## config.mk

```make
export PLATFORM = sky130hd
export DESIGN_NAME = alu_seq
export DESIGN_NICKNAME = d
export VERILOG_FILES = /design/src/rtl/alu_pkg.sv /design/src/rtl/alu_seq_iter.sv /design/src/rtl/alu_seq.sv
export SDC_FILE = /design/constraint.sdc
export NUM_CORES = 1
export LEC_CHECK = 0
export ABC_AREA = 1
export CORE_ASPECT_RATIO = 0.6
export CORE_MARGIN = 5
export CORE_UTILIZATION = 50
export CTS_CLUSTER_DIAMETER = 30
export DETAILED_ROUTE_END_ITERATION = 8
export GPL_TIMING_DRIVEN = 0
export PLACE_DENSITY = 0.85
export REMOVE_ABC_BUFFERS = 1
export SETUP_SLACK_MARGIN = 0.5
export SYNTH_ARGS = -nofsm -noshare
export SYNTH_HDL_FRONTEND = slang
export SYNTH_SLANG_ARGS = --single-unit
```

## constraint.sdc

```tcl
create_clock -name CLK -period 4.4 [get_ports CLK]
set_clock_uncertainty 0.1 [all_clocks]
set_input_delay 0.66 -clock CLK [delete_from_list [all_inputs] [get_ports CLK]]
set_output_delay 0.66 -clock CLK [all_outputs]
set_load 0.02 [all_outputs]
```

## src/rtl/alu_pkg.sv

```systemverilog
// Shared definitions for the sequential ALU: opcodes, FSM state encoding, flag bit positions.
package alu_pkg;

    localparam logic [2:0] ALU_ADD   = 3'b000;
    localparam logic [2:0] ALU_AND   = 3'b001;
    localparam logic [2:0] ALU_NOT   = 3'b010;
    localparam logic [2:0] ALU_PASSA = 3'b011;
    localparam logic [2:0] ALU_SUB   = 3'b100;
    localparam logic [2:0] ALU_SHL   = 3'b101;
    localparam logic [2:0] ALU_SHR   = 3'b110;
    localparam logic [2:0] ALU_MUL   = 3'b111;

    typedef enum logic [1:0] {
        ST_IDLE = 2'b00,
        ST_BUSY = 2'b01,
        ST_DONE = 2'b10
    } state_t;

    // FLAGS is packed {N,Z,P,C,V}
    localparam int FLAG_V = 0;
    localparam int FLAG_C = 1;
    localparam int FLAG_P = 2;
    localparam int FLAG_Z = 3;
    localparam int FLAG_N = 4;

    localparam logic [4:0] FLAGS_RESET = 5'b01000;

endpackage

```

## src/rtl/alu_seq_iter.sv

```systemverilog
// Iterative shift / shift-add multiply engine, one step per cycle after a start pulse.
// The multiplier datapath exists only when ALU_SEQ_MUL_EN is defined.
module alu_seq_iter
    import alu_pkg::*;
#(
    parameter int WIDTH = 16,
    parameter int SHW   = $clog2(WIDTH)
) (
    input  logic             clk,
    input  logic             rst_n,
    input  logic             start,
    input  logic [2:0]       op,
    input  logic [WIDTH-1:0] a,
    input  logic [SHW-1:0]   amt,
`ifdef ALU_SEQ_MUL_EN
    input  logic [WIDTH-1:0] b,
`endif
    output logic             done,
    output logic [WIDTH-1:0] result
);

    localparam int CNT_W = SHW + 1;

    logic             active_reg;
    logic [2:0]       op_reg;
    logic [WIDTH-1:0] work_reg;
    logic [WIDTH-1:0] work_next;
    logic [CNT_W-1:0] count_reg;
`ifdef ALU_SEQ_MUL_EN
    logic [WIDTH-1:0] mplier_reg;
    logic [WIDTH-1:0] mplier_next;
    logic [WIDTH-1:0] acc_reg;
    logic [WIDTH-1:0] acc_next;
`endif

    always_comb begin
        work_next = work_reg;
`ifdef ALU_SEQ_MUL_EN
        mplier_next = mplier_reg;
        acc_next    = acc_reg;
`endif
        case (op_reg)
            ALU_SHL: work_next = work_reg << 1;
            ALU_SHR: work_next = work_reg >> 1;
`ifdef ALU_SEQ_MUL_EN
            // work_reg is the multiplicand, shifted up as the multiplier is consumed LSB-first
            ALU_MUL: begin
                acc_next    = acc_reg + (mplier_reg[0] ? work_reg : '0);
                work_next   = work_reg << 1;
                mplier_next = mplier_reg >> 1;
            end
`endif
            default: ;
        endcase
    end

    // The final step is exposed combinationally so the top can register it in the same edge.
    always_comb begin
        done   = active_reg & (count_reg == CNT_W'(1));
        result = work_next;
`ifdef ALU_SEQ_MUL_EN
        if (op_reg == ALU_MUL) begin
            result = acc_next;
        end
`endif
    end

    always_ff @(posedge clk) begin
        if (!rst_n) begin
            active_reg <= 1'b0;
            op_reg     <= '0;
            work_reg   <= '0;
            count_reg  <= '0;
`ifdef ALU_SEQ_MUL_EN
            mplier_reg <= '0;
            acc_reg    <= '0;
`endif
        end else if (start) begin
            active_reg <= 1'b1;
            op_reg     <= op;
            work_reg   <= a;
`ifdef ALU_SEQ_MUL_EN
            mplier_reg <= b;
            acc_reg    <= '0;
            count_reg  <= (op == ALU_MUL) ? CNT_W'(WIDTH) : {1'b0, amt};
`else
            count_reg  <= {1'b0, amt};
`endif
        end else if (active_reg) begin
            work_reg  <= work_next;
`ifdef ALU_SEQ_MUL_EN
            mplier_reg <= mplier_next;
            acc_reg    <= acc_next;
`endif
            count_reg <= count_reg - CNT_W'(1);
            if (count_reg == CNT_W'(1)) begin
                active_reg <= 1'b0;
            end
        end
    end

endmodule

```

## src/rtl/alu_seq.sv

```systemverilog
// Handshaked sequential ALU: FSM, single-cycle ops, registered result and NZPCV flags.
// Define ALU_SEQ_MUL_EN to enable the iterative multiplier for opcode 111.
module alu_seq
    import alu_pkg::*;
#(
    parameter  int WIDTH = 16,
    localparam int SHW   = $clog2(WIDTH)
) (
    input  logic             CLK,
    input  logic             RST_N,
    input  logic             IN_VALID,
    output logic             IN_READY,
    input  logic [2:0]       ALUK,
    input  logic [WIDTH-1:0] OP_A,
    input  logic [WIDTH-1:0] OP_B,
    output logic             OUT_VALID,
    input  logic             OUT_READY,
    output logic [WIDTH-1:0] RESULT,
    output logic [4:0]       FLAGS
);

    state_t           state_reg;
    logic             out_valid_reg;
    logic [WIDTH-1:0] result_reg;
    logic [4:0]       flags_reg;

    logic             accept;
    logic             is_sub;
    logic [WIDTH-1:0] b_eff;
    logic [WIDTH:0]   sum;
    logic             add_v;
    logic [WIDTH-1:0] single_res;
    logic             single_c;
    logic             single_v;
    logic             launch_iter;
    logic             iter_start;
    logic             iter_done;
    logic [WIDTH-1:0] iter_result;

    function automatic logic [4:0] flags_of(input logic [WIDTH-1:0] r,
                                            input logic c, input logic v);
        logic [4:0] f;
        f         = '0;
        f[FLAG_N] = r[WIDTH-1];
        f[FLAG_Z] = (r == '0);
        f[FLAG_P] = ~r[WIDTH-1] & (r != '0);
        f[FLAG_C] = c;
        f[FLAG_V] = v;
        return f;
    endfunction

    assign IN_READY  = (state_reg == ST_IDLE) | ((state_reg == ST_DONE) & OUT_READY);
    assign accept    = IN_VALID & IN_READY;
    assign OUT_VALID = out_valid_reg;
    assign RESULT    = result_reg;
    assign FLAGS     = flags_reg;

    // SUB reuses the ADD adder as A + ~B + 1, so C comes out as NOT borrow.
    always_comb begin
        is_sub = (ALUK == ALU_SUB);
        b_eff  = is_sub ? ~OP_B : OP_B;
        sum    = {1'b0, OP_A} + {1'b0, b_eff} + {{WIDTH{1'b0}}, is_sub};
        add_v  = (OP_A[WIDTH-1] == b_eff[WIDTH-1]) & (sum[WIDTH-1] != OP_A[WIDTH-1]);
    end

    always_comb begin
        single_res  = '0;
        single_c    = 1'b0;
        single_v    = 1'b0;
        launch_iter = 1'b0;
        case (ALUK)
            ALU_ADD, ALU_SUB: begin
                single_res = sum[WIDTH-1:0];
                single_c   = sum[WIDTH];
                single_v   = add_v;
            end
            ALU_AND:   single_res = OP_A & OP_B;
            ALU_NOT:   single_res = ~OP_A;
            ALU_PASSA: single_res = OP_A;
            ALU_SHL, ALU_SHR: begin
                if (OP_B[SHW-1:0] == '0) begin
                    single_res = OP_A;
                end else begin
                    launch_iter = 1'b1;
                end
            end
`ifdef ALU_SEQ_MUL_EN
            ALU_MUL:   launch_iter = 1'b1;
`else
            ALU_MUL:   single_res = '0;
`endif
            default: ;
        endcase
    end

    assign iter_start = accept & launch_iter;

    alu_seq_iter #(
        .WIDTH (WIDTH),
        .SHW   (SHW)
    ) u_iter (
        .clk    (CLK),
        .rst_n  (RST_N),
        .start  (iter_start),
        .op     (ALUK),
        .a      (OP_A),
        .amt    (OP_B[SHW-1:0]),
`ifdef ALU_SEQ_MUL_EN
        .b      (OP_B),
`endif
        .done   (iter_done),
        .result (iter_result)
    );

    always_ff @(posedge CLK) begin
        if (!RST_N) begin
            state_reg     <= ST_IDLE;
            out_valid_reg <= 1'b0;
            result_reg    <= '0;
            flags_reg     <= FLAGS_RESET;
        end else begin
            case (state_reg)
                ST_BUSY: begin
                    if (iter_done) begin
                        state_reg     <= ST_DONE;
                        out_valid_reg <= 1'b1;
                        result_reg    <= iter_result;
                        flags_reg     <= flags_of(iter_result, 1'b0, 1'b0);
                    end
                end
                default: begin
                    // IDLE, or DONE being drained; a simultaneous accept restarts directly.
                    if (accept) begin
                        if (launch_iter) begin
                            state_reg     <= ST_BUSY;
                            out_valid_reg <= 1'b0;
                        end else begin
                            state_reg     <= ST_DONE;
                            out_valid_reg <= 1'b1;
                            result_reg    <= single_res;
                            flags_reg     <= flags_of(single_res, single_c, single_v);
                        end
                    end else if ((state_reg == ST_DONE) && OUT_READY) begin
                        state_reg     <= ST_IDLE;
                        out_valid_reg <= 1'b0;
                    end
                end
            endcase
        end
    end

endmodule

```

==> results.sh <==
export IMPL_ant_nets=0
export IMPL_synth_top_family_by_area="simple AND/OR/NAND/NOR gates"
export IMPL_cts_path_max_buffers=2
export IMPL_syn_area_um2=4220
export IMPL_hold_class="flop to flop"
export IMPL_async_reset_ff_share_pct=0
export IMPL_hpwlAfterDp_um=10380
export IMPL_cts_tree="yes"
export IMPL_wl_um=13670
export IMPL_fmax_ghz=0.2816
export IMPL_start_kind="input pin"
export IMPL_die_area_um2=10440
export IMPL_layout_drive_gt1_share_pct=6.925
export IMPL_drc=0
export IMPL_grt_setup_unrepaired="no"
export IMPL_hold_viol_final=0
export IMPL_worstPathRequired_ns=4.54
export IMPL_rows=26
export IMPL_multi_input_area_um2=2771
export IMPL_slew_viol_final=0
export IMPL_grt_max_degree=26
export IMPL_fin_crit_sh_pct=80.72
export IMPL_worstPathArrival_ns=3.69
export IMPL_nets=780
export IMPL_synth_seq_cells=47
export IMPL_ys_seq_area_share_pct=22.29
export IMPL_synth_edf_count=0
export IMPL_yosys_warnings=0
export IMPL_ir_drop_v=0.0001631
export IMPL_cts_sinks=47
export IMPL_via_count=5026
export IMPL_grt_usage_pct=26.13
export IMPL_layout_cells_non_filler=834
export IMPL_design_area_um2=4985
export IMPL_synthAdderAreaFrac_pct=6.107
export IMPL_drt_initial_drc_count=678
export IMPL_core_area_um2=8361
export IMPL_synth_distinct_cells=39
export IMPL_clk_pin_slew_ns=0.06
export IMPL_hold_depth=2
export IMPL_synth_common_cells="166 x nand2_1, 84 x inv_1, 69 x nor2_1"
export IMPL_io_pins=62
export IMPL_leakage_nw=2.253
export IMPL_cts_htree_levels=2
export IMPL_die_y_um=81.17
export IMPL_min_period_ns=3.552
export IMPL_synthXorXnorAreaFrac_pct=3.943
export IMPL_ff2ff_path_depth=10
export IMPL_synth_top_area_share_pct=22.29
export IMPL_run_status="finished, final reports clean"
export IMPL_ys_flop_type="dfxtp_1"
export IMPL_synth_cells=678
export IMPL_overflow=0
export IMPL_dr_pass1_iters=6
export IMPL_worst_path_max_fanout=15
export IMPL_synth_top_area_cell="dfxtp_1"
export IMPL_diodes=0
export IMPL_worst_slew_pin_transition_ns=0.9263
export IMPL_die_w_um=128.6
export IMPL_synth_compound_area_share_pct=22.38
export IMPL_dp_cells=825
export IMPL_p_per_area_nw_per_um2=281.7
export IMPL_postCtsSetupBuffers=0
export IMPL_setup_viol=0
export IMPL_gp_congestion=1.075
export IMPL_grt_pass1_vias=4574
export IMPL_clk_latency_ns=0.30
export IMPL_start_util_pct=50.48
export IMPL_slew_headroom_pct=38.05
export IMPL_root_buffer="clkbuf_16"
export IMPL_synth_simple_area_share_pct=32.79
export IMPL_antenna_found_initial=0
export IMPL_post_synth_top_count_cell="nand2_1"
export IMPL_area_growth_synth_to_final_pct=18.11
export IMPL_wl_per_cell_um=16.38
export IMPL_seq_area_um2=940.9
export IMPL_cts_buffers_inserted=5
export IMPL_io_buffers=61
export IMPL_vias_per_cell=6.026
export IMPL_cts_hold_buf=0
export IMPL_ys_top_cells_by_area="dfxtp_1 22%, nand2_1 15%, inv_1 7.5%, a21oi_1 6.3%, nor2_1 6.1%"
export IMPL_grt_pass1_wl_um=21950
export IMPL_end_kind="flop"
export IMPL_maxCapViolations=0
export IMPL_crit_type="input pin to flop"
export IMPL_place_area_um2=4823
export IMPL_avgSynthCellArea_um2=6.225
export IMPL_synth_mux_area_share_pct=0
export IMPL_nFillCells=802
==> area by class of cell <==
class / instances / share of cell area (%)
Clock buffer: 7 / 2.661
Clock inverter: 1 / 0.1004
Inverter: 101 / 7.605
Multi-Input combinational cell: 505 / 55.60
Sequential cell: 47 / 18.88
Tap cell: 112 / 2.811
Timing Repair Buffer: 61 / 12.35
==> critical path, cell delays in order <==
cell and delay, ns:
clkdlybuf4s50_1 0.69, nand2_4 0.26, xor2_1 0.24, fa_1 0.52
nand3_1 0.14, nand2_1 0.16, a21oi_1 0.21, or2_1 0.13
nand3_1 0.10, nand2_1 0.09, nand3_1 0.07, nor2_1 0.15
nand2_1 0.09, nand2_1 0.07, nand2_1 0.06, nand2_1 0.05
==> cell usage in the layout, fill, tap and decap left out, drive strengths merged, types with 2 or more instances in the layout <==
cell type / n
clkdlybuf4s50: 59
dfxtp: 47
xor2: 15
xnor2: 4
o21bai: 4
ha: 19
nand4: 9
nand3: 47
o21ai: 31
inv: 101
nor3: 2
o22ai: 18
a31oi: 4
o221a: 2
a221oi: 7
nand2: 171
and2: 2
nor2: 78
dlymetal6s2s: 2
o211ai: 6
o221ai: 16
nand3b: 6
a21oi: 61
clkbuf: 7
==> cells by family (layout without fill, tap and decap cells) <==
family | after synthesis | after routing
AOI/OAI and AO/OA | 150 | 150
xor gates and xnor gates | 19 | 19
adders and majority gates | 20 | 20
buffers and inverters | 127 | 170
DFF | 47 | 47
and+or+nand+nor | 315 | 316
==> path summary, 6_finish.rpt <==
kind,startpoint,endpoint,slack (ns)
hold reg to reg,FLAGS[1]$_SDFFE_PN0P_,FLAGS[1]$_SDFFE_PN0P_,0.37
hold / removal,FLAGS[1]$_SDFFE_PN0P_,FLAGS[1]$_SDFFE_PN0P_,0.37
setup / recovery,ALUK[2],FLAGS[3]$_SDFFE_PN1P_,0.85
setup reg to reg,state_reg[0]$_SDFFE_PN0P_,FLAGS[2]$_SDFFE_PN0P_,1.29
==> through the flow <==
| stage | worst slack (ns) | setup TNS, ns | power (mW) | utilization (%) | hold slack [ns] |
|---|---|---|---|---|---|
| floorplan | 1.194 | 0 | 0.8298 | - | 0.3525 |
| global placement | -0.1166 | -0.2379 | 0.9966 | 57.69 | 0.3556 |
| detailed placement | -0.2355 | -0.9451 | 1.015 | 57.69 | 0.3560 |
| CTS | 0.5398 | 0 | 1.382 | 59.43 | 0.3655 |
| global route | 0.6488 | 0 | 1.479 | 59.62 | 0.3799 |
| finish | 0.8483 | 0 | 1.404 | 59.62 | 0.3687 |
==> repair_timing <==
action / in CTS / in global routing
pin swaps: 0 / 1
setup endpoints to repair: 16 / 9
cloned: 0 / 1
gates resized for setup: 2 / 2
==> report_power, final <==
part | switching [mW] | leakage (nW) | internal (mW)
sequential | 0.0214 | 0.384 | 0.457
combinational | 0.347 | 1.80 | 0.204
clock | 0.165 | 0.0679 | 0.210
total | 0.533 | 2.25 | 0.871
==> per-layer routing <==
layer  wire (um)  track usage (%)  vias to the layer above
met5           0                0                        -
met4         312            7.338                        0
met3        1722            5.716                       42
met2        5579            39.62                      369
met1        6050            37.32                     2275
li1            -                -                     2340
Note: power is estimated with default switching activity, not from simulation.
